[config.mk]
export PLATFORM = sky130hd
export DESIGN_NAME = game_flow_controller
export DESIGN_NICKNAME = d
export VERILOG_FILES = /design/src/rtl/game_pkg.sv /design/src/rtl/powerup_timer.sv /design/src/rtl/game_flow_controller.sv
export SDC_FILE = /design/constraint.sdc
export NUM_CORES = 1
export LEC_CHECK = 0
export CAP_MARGIN = 20
export CORE_MARGIN = 2
export CORE_UTILIZATION = 55
export DETAILED_ROUTE_END_ITERATION = 10
export GPL_ROUTABILITY_DRIVEN = 0
export PLACE_DENSITY = 0.86
export SETUP_SLACK_MARGIN = 0.5
export SKIP_CTS_REPAIR_TIMING = 1
export SLEW_MARGIN = 10
export SYNTH_ARGS = -nofsm -noshare
export SYNTH_HDL_FRONTEND = slang
export SYNTH_SLANG_ARGS = --single-unit
[constraint.sdc]
create_clock -name clk -period 5.1 [get_ports clk]
set_input_delay 0.765 -clock clk [delete_from_list [all_inputs] [get_ports clk]]
set_output_delay 0.765 -clock clk [all_outputs]
set_load 0.03 [all_outputs]
[src/rtl/game_pkg.sv]
// Shared definitions for the game-flow controller.
//   game_state_t  : encoded controller state, as seen on the game_state port
//   PU_IMMORTAL   : power-up channel that blocks player hits
//   PU_SUPER_ROPE : power-up channel that keeps the rope alive at the ceiling
package game_pkg;

    typedef enum logic [2:0] {
        WELCOME     = 3'd0,
        PLAY        = 3'd1,
        PAUSE       = 3'd2,
        LEVEL_CLEAR = 3'd3,
        GAME_OVER   = 3'd4
    } game_state_t;

    localparam int PU_IMMORTAL   = 0;
    localparam int PU_SUPER_ROPE = 1;

endpackage

[src/rtl/powerup_timer.sv]
// One power-up channel: a seconds countdown with an active flag.
//   clk, reset : clock, synchronous active-high reset
//   clear      : drop the power-up immediately (level end / outside a game)
//   load       : (re)start the channel with 'duration' seconds
//   duration   : seconds to load
//   tick       : one-cycle pulse per second
//   freeze     : ignore ticks (game paused)
//   active     : channel currently in effect
// A tick at a count of zero ends the power-up, so a channel stays active
// for duration+1 ticks after loading. Load wins over a same-cycle tick.
module powerup_timer #(
    parameter int TIMER_W = 4
) (
    input  logic               clk,
    input  logic               reset,
    input  logic               clear,
    input  logic               load,
    input  logic [TIMER_W-1:0] duration,
    input  logic               tick,
    input  logic               freeze,
    output logic               active
);

    logic [TIMER_W-1:0] count;

    always_ff @(posedge clk) begin
        if (reset || clear) begin
            count  <= '0;
            active <= 1'b0;
        end else if (load) begin
            count  <= duration;
            active <= 1'b1;
        end else if (tick && !freeze && active) begin
            if (count != '0)
                count <= count - TIMER_W'(1);
            else
                active <= 1'b0;
        end
    end

endmodule

[src/rtl/game_flow_controller.sv]
// Game-flow controller: welcome / play / pause / level-clear / game-over
// sequencing, lives, saturating score with persistent high score, rope
// control and N power-up channels.
//   Inputs : clk, reset (sync, active-high), start_key/pause_key (edge used),
//            fire_key, right_key, left_key, sec_tick, collision pulses
//            (col_player_ball, col_rope_ball + col_ball_type, col_present +
//            present_type), rope_at_top, balls_cleared
//   Outputs: game_state, level, lives, score, max_score, powerup_active,
//            player/rope controls, pulses player_reset/rope_fire/level_load,
//            game_won (sticky until WELCOME). All outputs are registered.
module game_flow_controller
    import game_pkg::*;
#(
    parameter int N_POWERUPS      = 3,
    parameter int TIMER_W         = 4,
    parameter int PU_DURATION     = 5,
    parameter int HIT_IMMUNITY    = 3,
    parameter int LIVES_W         = 3,
    parameter int INITIAL_LIVES   = 3,
    parameter int MAX_LIVES       = 4,
    parameter int N_LEVELS        = 4,
    parameter int LEVEL_PAUSE_SEC = 2,
    parameter int SCORE_W         = 16,
    parameter int HIT_SCORE       = 10,
    parameter int BALL_TYPE_W     = 2
) (
    input  logic                              clk,
    input  logic                              reset,
    input  logic                              start_key,
    input  logic                              pause_key,
    input  logic                              fire_key,
    input  logic                              right_key,
    input  logic                              left_key,
    input  logic                              sec_tick,
    input  logic                              col_player_ball,
    input  logic                              col_rope_ball,
    input  logic [BALL_TYPE_W-1:0]            col_ball_type,
    input  logic                              col_present,
    input  logic [$clog2(N_POWERUPS+1)-1:0]   present_type,
    input  logic                              rope_at_top,
    input  logic                              balls_cleared,
    output logic [2:0]                        game_state,
    output logic [$clog2(N_LEVELS)-1:0]       level,
    output logic [LIVES_W-1:0]                lives,
    output logic [SCORE_W-1:0]                score,
    output logic [SCORE_W-1:0]                max_score,
    output logic [N_POWERUPS-1:0]             powerup_active,
    output logic                              player_move_r,
    output logic                              player_move_l,
    output logic                              player_visible,
    output logic                              rope_active,
    output logic                              playmode_enable,
    output logic                              player_reset,
    output logic                              rope_fire,
    output logic                              level_load,
    output logic                              game_won
);

    localparam int LEVEL_W = $clog2(N_LEVELS);
    localparam int PT_W    = $clog2(N_POWERUPS + 1);
    localparam int CLR_W   = $clog2(LEVEL_PAUSE_SEC + 1);
    localparam int SUM_W   = SCORE_W + 2;
    localparam int SR_IDX  = (N_POWERUPS > 1) ? PU_SUPER_ROPE : PU_IMMORTAL;

    localparam logic [LIVES_W-1:0] LIVES_INIT = LIVES_W'(INITIAL_LIVES);
    localparam logic [LIVES_W-1:0] LIVES_MAX  = LIVES_W'(MAX_LIVES);
    localparam logic [LEVEL_W-1:0] LAST_LEVEL = LEVEL_W'(N_LEVELS - 1);
    localparam logic [CLR_W-1:0]   CLR_LAST   = CLR_W'(LEVEL_PAUSE_SEC - 1);
    localparam logic [SUM_W-1:0]   SCORE_SAT  = {2'b00, {SCORE_W{1'b1}}};
    localparam logic [TIMER_W-1:0] PU_DUR     = TIMER_W'(PU_DURATION);
    localparam logic [TIMER_W-1:0] IMM_DUR    = TIMER_W'(HIT_IMMUNITY);

    game_state_t        state, state_n;
    logic               start_prev, pause_prev, start_edge, pause_edge;
    logic [LEVEL_W-1:0] level_n;
    logic [LIVES_W-1:0] lives_n;
    logic [SCORE_W-1:0] score_n;
    logic [CLR_W-1:0]   clr_cnt, clr_cnt_n;
    logic [SUM_W-1:0]   sum, hit_pts;
    logic               rope_n, rope_fire_n, level_load_n, player_reset_n, game_won_n;
    logic               hit_eff, extra_life, super_rope;

    assign start_edge = start_key & ~start_prev;
    assign pause_edge = pause_key & ~pause_prev;
    assign game_state = state;
    assign super_rope = (N_POWERUPS > 1) && powerup_active[SR_IDX];
    assign hit_pts    = SUM_W'(HIT_SCORE) * (SUM_W'(col_ball_type) + SUM_W'(1));

    always_comb begin
        state_n        = state;
        level_n        = level;
        lives_n        = lives;
        score_n        = score;
        clr_cnt_n      = clr_cnt;
        rope_n         = 1'b0;
        rope_fire_n    = 1'b0;
        level_load_n   = 1'b0;
        player_reset_n = 1'b0;
        game_won_n     = game_won;
        hit_eff        = 1'b0;
        extra_life     = 1'b0;
        sum            = '0;
        case (state)
            WELCOME: begin
                if (start_edge) begin
                    state_n      = PLAY;
                    level_n      = '0;
                    lives_n      = LIVES_INIT;
                    score_n      = '0;
                    level_load_n = 1'b1;
                end
            end
            PLAY: begin
                hit_eff    = col_player_ball && !powerup_active[PU_IMMORTAL];
                extra_life = col_present && (present_type == '0);
                // Sum in two extra bits so tick + largest hit cannot wrap before saturating.
                sum = {2'b00, score} + SUM_W'(sec_tick) + (col_rope_ball ? hit_pts : '0);
                score_n = (sum > SCORE_SAT) ? '1 : sum[SCORE_W-1:0];
                if (hit_eff && extra_life)
                    lives_n = lives;
                else if (hit_eff)
                    lives_n = (lives != '0) ? lives - LIVES_W'(1) : '0;
                else if (extra_life && lives < LIVES_MAX)
                    lives_n = lives + LIVES_W'(1);
                player_reset_n = hit_eff;
                if (rope_active)
                    rope_n = !(col_rope_ball || (rope_at_top && !super_rope));
                else if (fire_key) begin
                    rope_n      = 1'b1;
                    rope_fire_n = 1'b1;
                end
                if (lives_n == '0) begin
                    state_n = GAME_OVER;
                    rope_n  = 1'b0;
                end else if (balls_cleared) begin
                    state_n   = LEVEL_CLEAR;
                    clr_cnt_n = '0;
                    rope_n    = 1'b0;
                end else if (pause_edge) begin
                    state_n = PAUSE;
                    rope_n  = 1'b0;
                end
            end
            PAUSE: begin
                if (pause_edge)
                    state_n = PLAY;
            end
            LEVEL_CLEAR: begin
                if (sec_tick) begin
                    if (clr_cnt == CLR_LAST) begin
                        if (level < LAST_LEVEL) begin
                            state_n      = PLAY;
                            level_n      = level + LEVEL_W'(1);
                            level_load_n = 1'b1;
                        end else begin
                            state_n    = GAME_OVER;
                            game_won_n = 1'b1;
                        end
                    end else begin
                        clr_cnt_n = clr_cnt + CLR_W'(1);
                    end
                end
            end
            GAME_OVER: begin
                if (start_edge) begin
                    state_n    = WELCOME;
                    game_won_n = 1'b0;
                end
            end
            default: state_n = WELCOME;
        endcase
    end

    always_ff @(posedge clk) begin
        if (reset) begin
            state           <= WELCOME;
            level           <= '0;
            lives           <= LIVES_INIT;
            score           <= '0;
            max_score       <= '0;
            clr_cnt         <= '0;
            start_prev      <= 1'b0;
            pause_prev      <= 1'b0;
            rope_active     <= 1'b0;
            rope_fire       <= 1'b0;
            level_load      <= 1'b0;
            player_reset    <= 1'b0;
            game_won        <= 1'b0;
            playmode_enable <= 1'b0;
            player_visible  <= 1'b0;
            player_move_r   <= 1'b0;
            player_move_l   <= 1'b0;
        end else begin
            state           <= state_n;
            level           <= level_n;
            lives           <= lives_n;
            score           <= score_n;
            if (score_n > max_score)
                max_score <= score_n;
            clr_cnt         <= clr_cnt_n;
            start_prev      <= start_key;
            pause_prev      <= pause_key;
            rope_active     <= rope_n;
            rope_fire       <= rope_fire_n;
            level_load      <= level_load_n;
            player_reset    <= player_reset_n;
            game_won        <= game_won_n;
            playmode_enable <= (state_n == PLAY);
            player_visible  <= (state_n == PLAY) || (state_n == PAUSE);
            player_move_r   <= (state == PLAY) && (state_n == PLAY) && right_key;
            player_move_l   <= (state == PLAY) && (state_n == PLAY) && left_key;
        end
    end

    // Channels are cleared on the same edge the game leaves PLAY/PAUSE, so
    // nothing carries into LEVEL_CLEAR, GAME_OVER or the next game.
    for (genvar k = 0; k < N_POWERUPS; k++) begin : g_pu
        logic               pick, load;
        logic [TIMER_W-1:0] dur;
        assign pick = col_present && (present_type == PT_W'(k + 1));
        assign load = ((state == PLAY) && pick) || ((k == PU_IMMORTAL) && hit_eff);
        assign dur  = pick ? PU_DUR : IMM_DUR;
        powerup_timer #(.TIMER_W(TIMER_W)) u_timer (
            .clk      (clk),
            .reset    (reset),
            .clear    ((state_n != PLAY) && (state_n != PAUSE)),
            .load     (load),
            .duration (dur),
            .tick     (sec_tick),
            .freeze   (state != PLAY),
            .active   (powerup_active[k])
        );
    end

endmodule

* Word-level counts from Yosys, hierarchy flattened
Index checks and enable logic that the tools add are counted.
** Word-level totals
- Bits in registers :: 68
- Logic and storage cells :: 189
** Operators by class
- Add/sub/neg operators :: 10
- $mul :: 1
- Magnitude comparators :: 4
- Eq/ne operators :: 25
- Multiplexer cells :: 65
- Bitwise logic cells :: 5
- Reductions and logical operators :: 56
** Operator list (number)
- 2-to-1 mux 3 bit :: 18
- 2-to-1 mux 4 bit :: 9
- 2-to-1 mux 16 bit :: 2
- case mux 16 bit (2 select lines) :: 1
- != test 2 bit, second input constant :: 12
- 2-to-1 mux 1 bit :: 20
- nonzero test 2 bit :: 10
- logical AND 1 bit :: 19
- adder 17 x 7 -> 18 bit :: 1
- greater-than comparator 18 x 16 -> 1 bit, second input constant :: 1
- adder 16 x 1 -> 17 bit :: 1
- greater-than comparator 16 bit :: 1
- 2-to-1 mux 2 bit :: 8
- case mux 3 bit (5 select lines) :: 1
- AND reduction 5 bit :: 3
- AND reduction 2 bit :: 7
- nonzero test 4 bit :: 3
- subtractor 4 x 1 -> 4 bit, second input constant :: 3
- equality test 3 x 2 -> 1 bit, second input constant :: 3
- case mux 2 bit (2 select lines) :: 2
- 2-to-1 mux 7 bit :: 1
- equality test 3 x 1 -> 1 bit, second input constant :: 2
- logical NOT 3 bit :: 2
- multiplier 3 x 3 -> 6 bit, first input constant :: 1
- 21 further kinds :: 35

* Depth between registers and ports, before layout
- Word-level depth :: 13
- Gate-level depth with buffers :: 18
- Mapped depth without buffers :: 17

* Cells and area by module
A second synthesis with hierarchy kept.
** Unflattened totals
- Cell total of the unflattened synthesis :: 530
- Area, all modules :: 4418.0 um^2
** Modules (own cells, without submodules)
- game_flow_controller :: times used 1, cells each 422, area an instance 3438.3 um^2, seq. area each 1061.0 um^2
- powerup_timer :: times used 3, cells each 36, area an instance 326.6 um^2, seq. area each 100.1 um^2

* Worst setup path after synthesis
OpenSTA, ideal clock, no wires.
- Path type :: in2reg
- Start :: input port col_ball_type[1]
- End :: register max_score[10]
- Setup time :: 0.086 ns
- Data arrival time :: 4.412 ns
- Data required time :: 5.014 ns
- Slack :: 0.602 ns
- Cell stages on the path :: 17
- Buffers on the path :: 1
- Cell sequence :: inv_1 > ha_1 > nor2b_1 > ha_1 > nor2b_1 > o31a_1 > o2111ai_1 > nand2_1 > nor3_1 > inv_1 > ha_1 > nand4_1 > nor3_1 > a311o_1 > clkbuf_1 > a21oi_1 > a211oi_1
** On the way
- Longest elaborated chain between the ends :: 8
** Ends and longest elaborated chain
- start, declared :: RTL line game_flow_controller.sv:37 : input logic [BALL_TYPE_W-1:0] col_ball_type,
- adder 2 x 1 -> 3 bit * :: RTL line game_flow_controller.sv:87 : assign hit_pts = SUM_W'(HIT_SCORE) * (SUM_W'(col_ball_type) + SUM_W'(1));
- multiplier 3 x 3 -> 6 bit * :: RTL line game_flow_controller.sv:87
- 2-to-1 mux 7 bit * :: RTL line game_flow_controller.sv:117 : sum = {2'b00, score} + SUM_W'(sec_tick) + (col_rope_ball ? hit_pts : '0);
- adder 17 x 7 -> 18 bit * :: RTL line game_flow_controller.sv:117
- greater-than comparator 18 x 16 -> 1 bit :: RTL line game_flow_controller.sv:118 : score_n = (sum > SCORE_SAT) ? '1 : sum[SCORE_W-1:0];
- 2-to-1 mux 16 bit * :: RTL line game_flow_controller.sv:118
- case mux 16 bit (2 select lines) * :: RTL line game_flow_controller.sv:103 : case (state)
- net score_n[11] :: RTL line game_flow_controller.sv:77 : logic [SCORE_W-1:0] score_n;
- greater-than comparator 16 bit * :: RTL line game_flow_controller.sv:198 : if (score_n > max_score)
- end signal, assigned :: RTL line game_flow_controller.sv:199 : max_score <= score_n;
- end, declared :: RTL line game_flow_controller.sv:46 : output logic [SCORE_W-1:0] max_score,
Mark *: on every way through the listed nets, which the timed path passes. The rest lies on a longest branch.
A chain may end at the register's enable or synchronous reset.

* Worst setup path after layout
- Start :: input port sec_tick
- End :: register max_score[7]
** On the way
- Longest elaborated chain between the ends :: 6
** Ends and longest elaborated chain
- start, declared :: RTL line game_flow_controller.sv:34 : input logic sec_tick,
- adder 16 x 1 -> 17 bit * :: RTL line game_flow_controller.sv:117
- adder 17 x 7 -> 18 bit * :: RTL line game_flow_controller.sv:117
- greater-than comparator 18 x 16 -> 1 bit :: RTL line game_flow_controller.sv:118
- 2-to-1 mux 16 bit * :: RTL line game_flow_controller.sv:118
- case mux 16 bit (2 select lines) * :: RTL line game_flow_controller.sv:103
- net score_n[10] :: RTL line game_flow_controller.sv:77
- greater-than comparator 16 bit * :: RTL line game_flow_controller.sv:198
Marked as above.

==> results.cfg <==
[sta]
fin_ws_ns = 0.624
rsz0062_at_grt = false
tns_ns = 0
slew_headroom = 0.339
slew_violations = 0
worst_pin_slew_ns = 0.987
fin_crit_ns = 4.48
skew_ns = 0.0146
setup_viol = 0
hold_violations = 0
min_period_over_period = 0.878
holdWs_ns = 0.477
max_freq_mhz = 223

[floorplanning]
start_util = 0.569
die_w_um = 93.4
dieArea_sq_um = 8730
fp.dieH_um = 93.4
num_rows = 32
ioPinCount = 69
core_area_sq_um = 7730

[worst_hold_path]
hold_path_class = register to register
hold_depth = 1
hold_start = rope_active
min_to = rope_fire

[grt]
grt_overflow = 0
grt_pass1_wl_mm = 20.3
grt_antenna_before_repair = 0
grt_pass1_vias = 4213
grt.total_usage = 0.291
grt_max_degree = 49

[synthesis]
async_reset_ff_frac = 0
yosysWarnings = 0
ys.flop_type = dfxtp_1
syn-cell-area_sq_um = 4400
yosysUniqueCellTypes = 64
synth_cells = 547
yosysTopAreaCell = dfxtp_1
synth_edf_count = 0
synthesis.nets = 599
synth_area_per_cell_sq_um = 8.04
seq_area_frac_synth = 0.310
ys_ff_latch = 68
synthTopCellsByArea = dfxtp_1 31%, ha_1 9.7%, a21oi_1 5.0%
synth_top_cell_area_share = 0.310

[layout]
final_core_util = 0.762
design_area_sq_um = 5890
fillers = 486
antenna_cells = 0
finalNetCount = 682
synthToLayoutAreaGrowth_pct = 34.0
drive_above_1_share = 0.184

[cts]
clock_latency_ns = 0.36
cts-root-buf = clkbuf_8
cts_made_buffers = 9
cts_tree = done
htree_levels = 3
cts_sinks = 68
clk_pin_slew_ns = 0.08
clock_tree.buffer_depth = 2

[routing]
routed_wl_mm = 14.3
routedWlPerCell_um = 19.4
drc = 0
firstDrtPassIters = 5
routed-via-count = 4766
drtAntennaViolNets = 0
dr.first_iter.drc_count = 553
avgViaCountPerCell = 6.47

[power]
ir_worst_vdd_v = 0.000696
power.leakage_nw = 2.29
power_density_nw_per_um2 = 453

[setup_path]
critPathRequiredTime_ns = 5.32
path_buf_inv = 5
reg2reg_depth = 18
r2r_end = max_score[7]
cp-start-kind = input pin
crit_type = input pin to register
crit_chain = clkdlybuf4s50_1, ha_1, inv_1, fa_1, nor2b_2, o31ai_4, a211oi_1, o22ai_1, a211oi_1, buf_4, inv_1, ha_1, a211o_1, o211ai_1, a31oi_2, a311o_1, buf_6, a21oi_2, a211oi_2
cpPeakStageDelay_ns = 0.48
worstPathMaxFanout = 6
worst_setup_path_end_kind = register
critPathTopFamily = compound AO/OA/AOI/OAI gates
cp_slowest_cell = clkdlybuf4s50_1
timing.rr.start = score[0]
worstPathArrival_ns = 4.70
reg2reg_slack_ns = 1.14

[placement]
place_hpwl_mm = 8.91
placed_area_sq_um = 5250
pre_cts_slack_ns = -0.148
port_buffers = 68

[run_status]
outcome = complete, no violations

[flow_run]
maxCapViolCount = 0
[layer usage]
metal  wire, um  GRT usage
met5          0          0
met4        427      0.107
met3       1100     0.0419
met2       6760      0.451
met1       5970      0.411
[through the flow]
step,power [W],std cells
6_report,0.00267,737
4_1_cts,0.00233,731
2_1_floorplan,0.00136,547
3_3_place_gp,0.00170,715
5_1_grt,0.00277,737
3_5_place_dp,0.00173,715
[where the power goes]
group          leakage, nW  internal (W)  switching [W]
clock network        0.127      0.000375       0.000228
registers            0.552      0.000604      0.0000737
logic                 1.62      0.000580       0.000808
[synth_stat cells, types with 2 or more instances]
master     instances
nor3_1            25
a311oi_1           6
and2_1             8
a31oi_1            6
o21a_1             5
clkbuf_1          19
a21oi_1           44
nand4_1           13
or3_1              5
or2_2              3
mux2i_1            2
a21oi_2            8
a41oi_1            2
a21o_1             9
o2111ai_1          3
or3b_2             6
o211ai_1           6
inv_1             46
a22oi_1            4
nor2b_1            9
ha_1              34
dfxtp_1           68
buf_4              4
and4_1             2
nor4b_2            2
nand3_1           20
nor3b_1            9
o22ai_1            5
nand3b_1           4
a211oi_1          25
o21ai_0           20
a2111oi_0          2
and3_1             6
nand2b_1           3
nand4b_1           2
nand2_1           43
nor2_1            33
xnor2_1            7
a211o_1            4
[layout make-up]
class | instances | area [sq um] | area share
Inverter | 46 | 173 | 0.0293
Sequential cell | 68 | 1360 | 0.231
Timing Repair Buffer | 99 | 927 | 0.157
Multi-Input combinational cell | 406 | 3040 | 0.516
Clock buffer | 10 | 128 | 0.0217
Clock inverter | 6 | 136 | 0.0232
Tap cell | 102 | 128 | 0.0217
[worst max path at each step]
stage | slack [ns] | endpoint | cells past startpoint | startpoint
3_3_place_gp | 0.14 | max_score[5] | 19 | col_ball_type[1]
2_1_floorplan | 0.60 | max_score[10] | 17 | col_ball_type[1]
6_report | 0.62 | max_score[7] | 19 | sec_tick
5_1_grt | 0.40 | max_score[7] | 19 | sec_tick
4_1_cts | 0.17 | max_score[3] | 19 | col_ball_type[1]
3_5_place_dp | -0.15 | max_score[3] | 19 | col_ball_type[1]
[cells in the final DEF (no fill, tap or decap), types with 20 or more instances in the layout]
master,count
a21oi_1,32
ha_1,30
inv_1,46
nor2_1,31
nand2_1,43
dfxtp_1,68
nor3_1,22
buf_4,28
nand3_1,20
clkdlybuf4s50_1,64
[kinds of logic after synthesis]
family                   after synthesis  synth area share
adder cells (fa/ha/maj)               35             0.101
AO/OA/AOI/OAI                        162             0.252
buffers and inverters                 73            0.0714
XOR/XNOR                               7            0.0139
multiplexers                           4           0.00968
AND/OR/NAND/NOR                      198             0.242
flip-flops                            68             0.310
[state kept, by name, summed over array words and instances, names as in the netlist, 2 cells and up]
register             flops
clr_cnt                  2
g_pu.u_timer.active      3
g_pu.u_timer.count      12
game_state               3
level                    2
lives                    3
max_score               16
score                   16
[worst reg2reg max path, stage by stage (launching register included)]
cell      delay (ns)
dfxtp_1         0.37
ha_1            0.21
inv_1           0.07
fa_1            0.42
nor2b_2         0.24
o31ai_4         0.12
a211oi_1        0.27
o22ai_1         0.12
a211oi_1        0.25
buf_4           0.17
inv_1           0.04
ha_1            0.19
a211o_1         0.27
o211ai_1        0.12
a31oi_2         0.15
a311o_1         0.40
buf_6           0.17
a21oi_2         0.18
a211oi_2        0.07
Power figures use the tool's default switching activity.
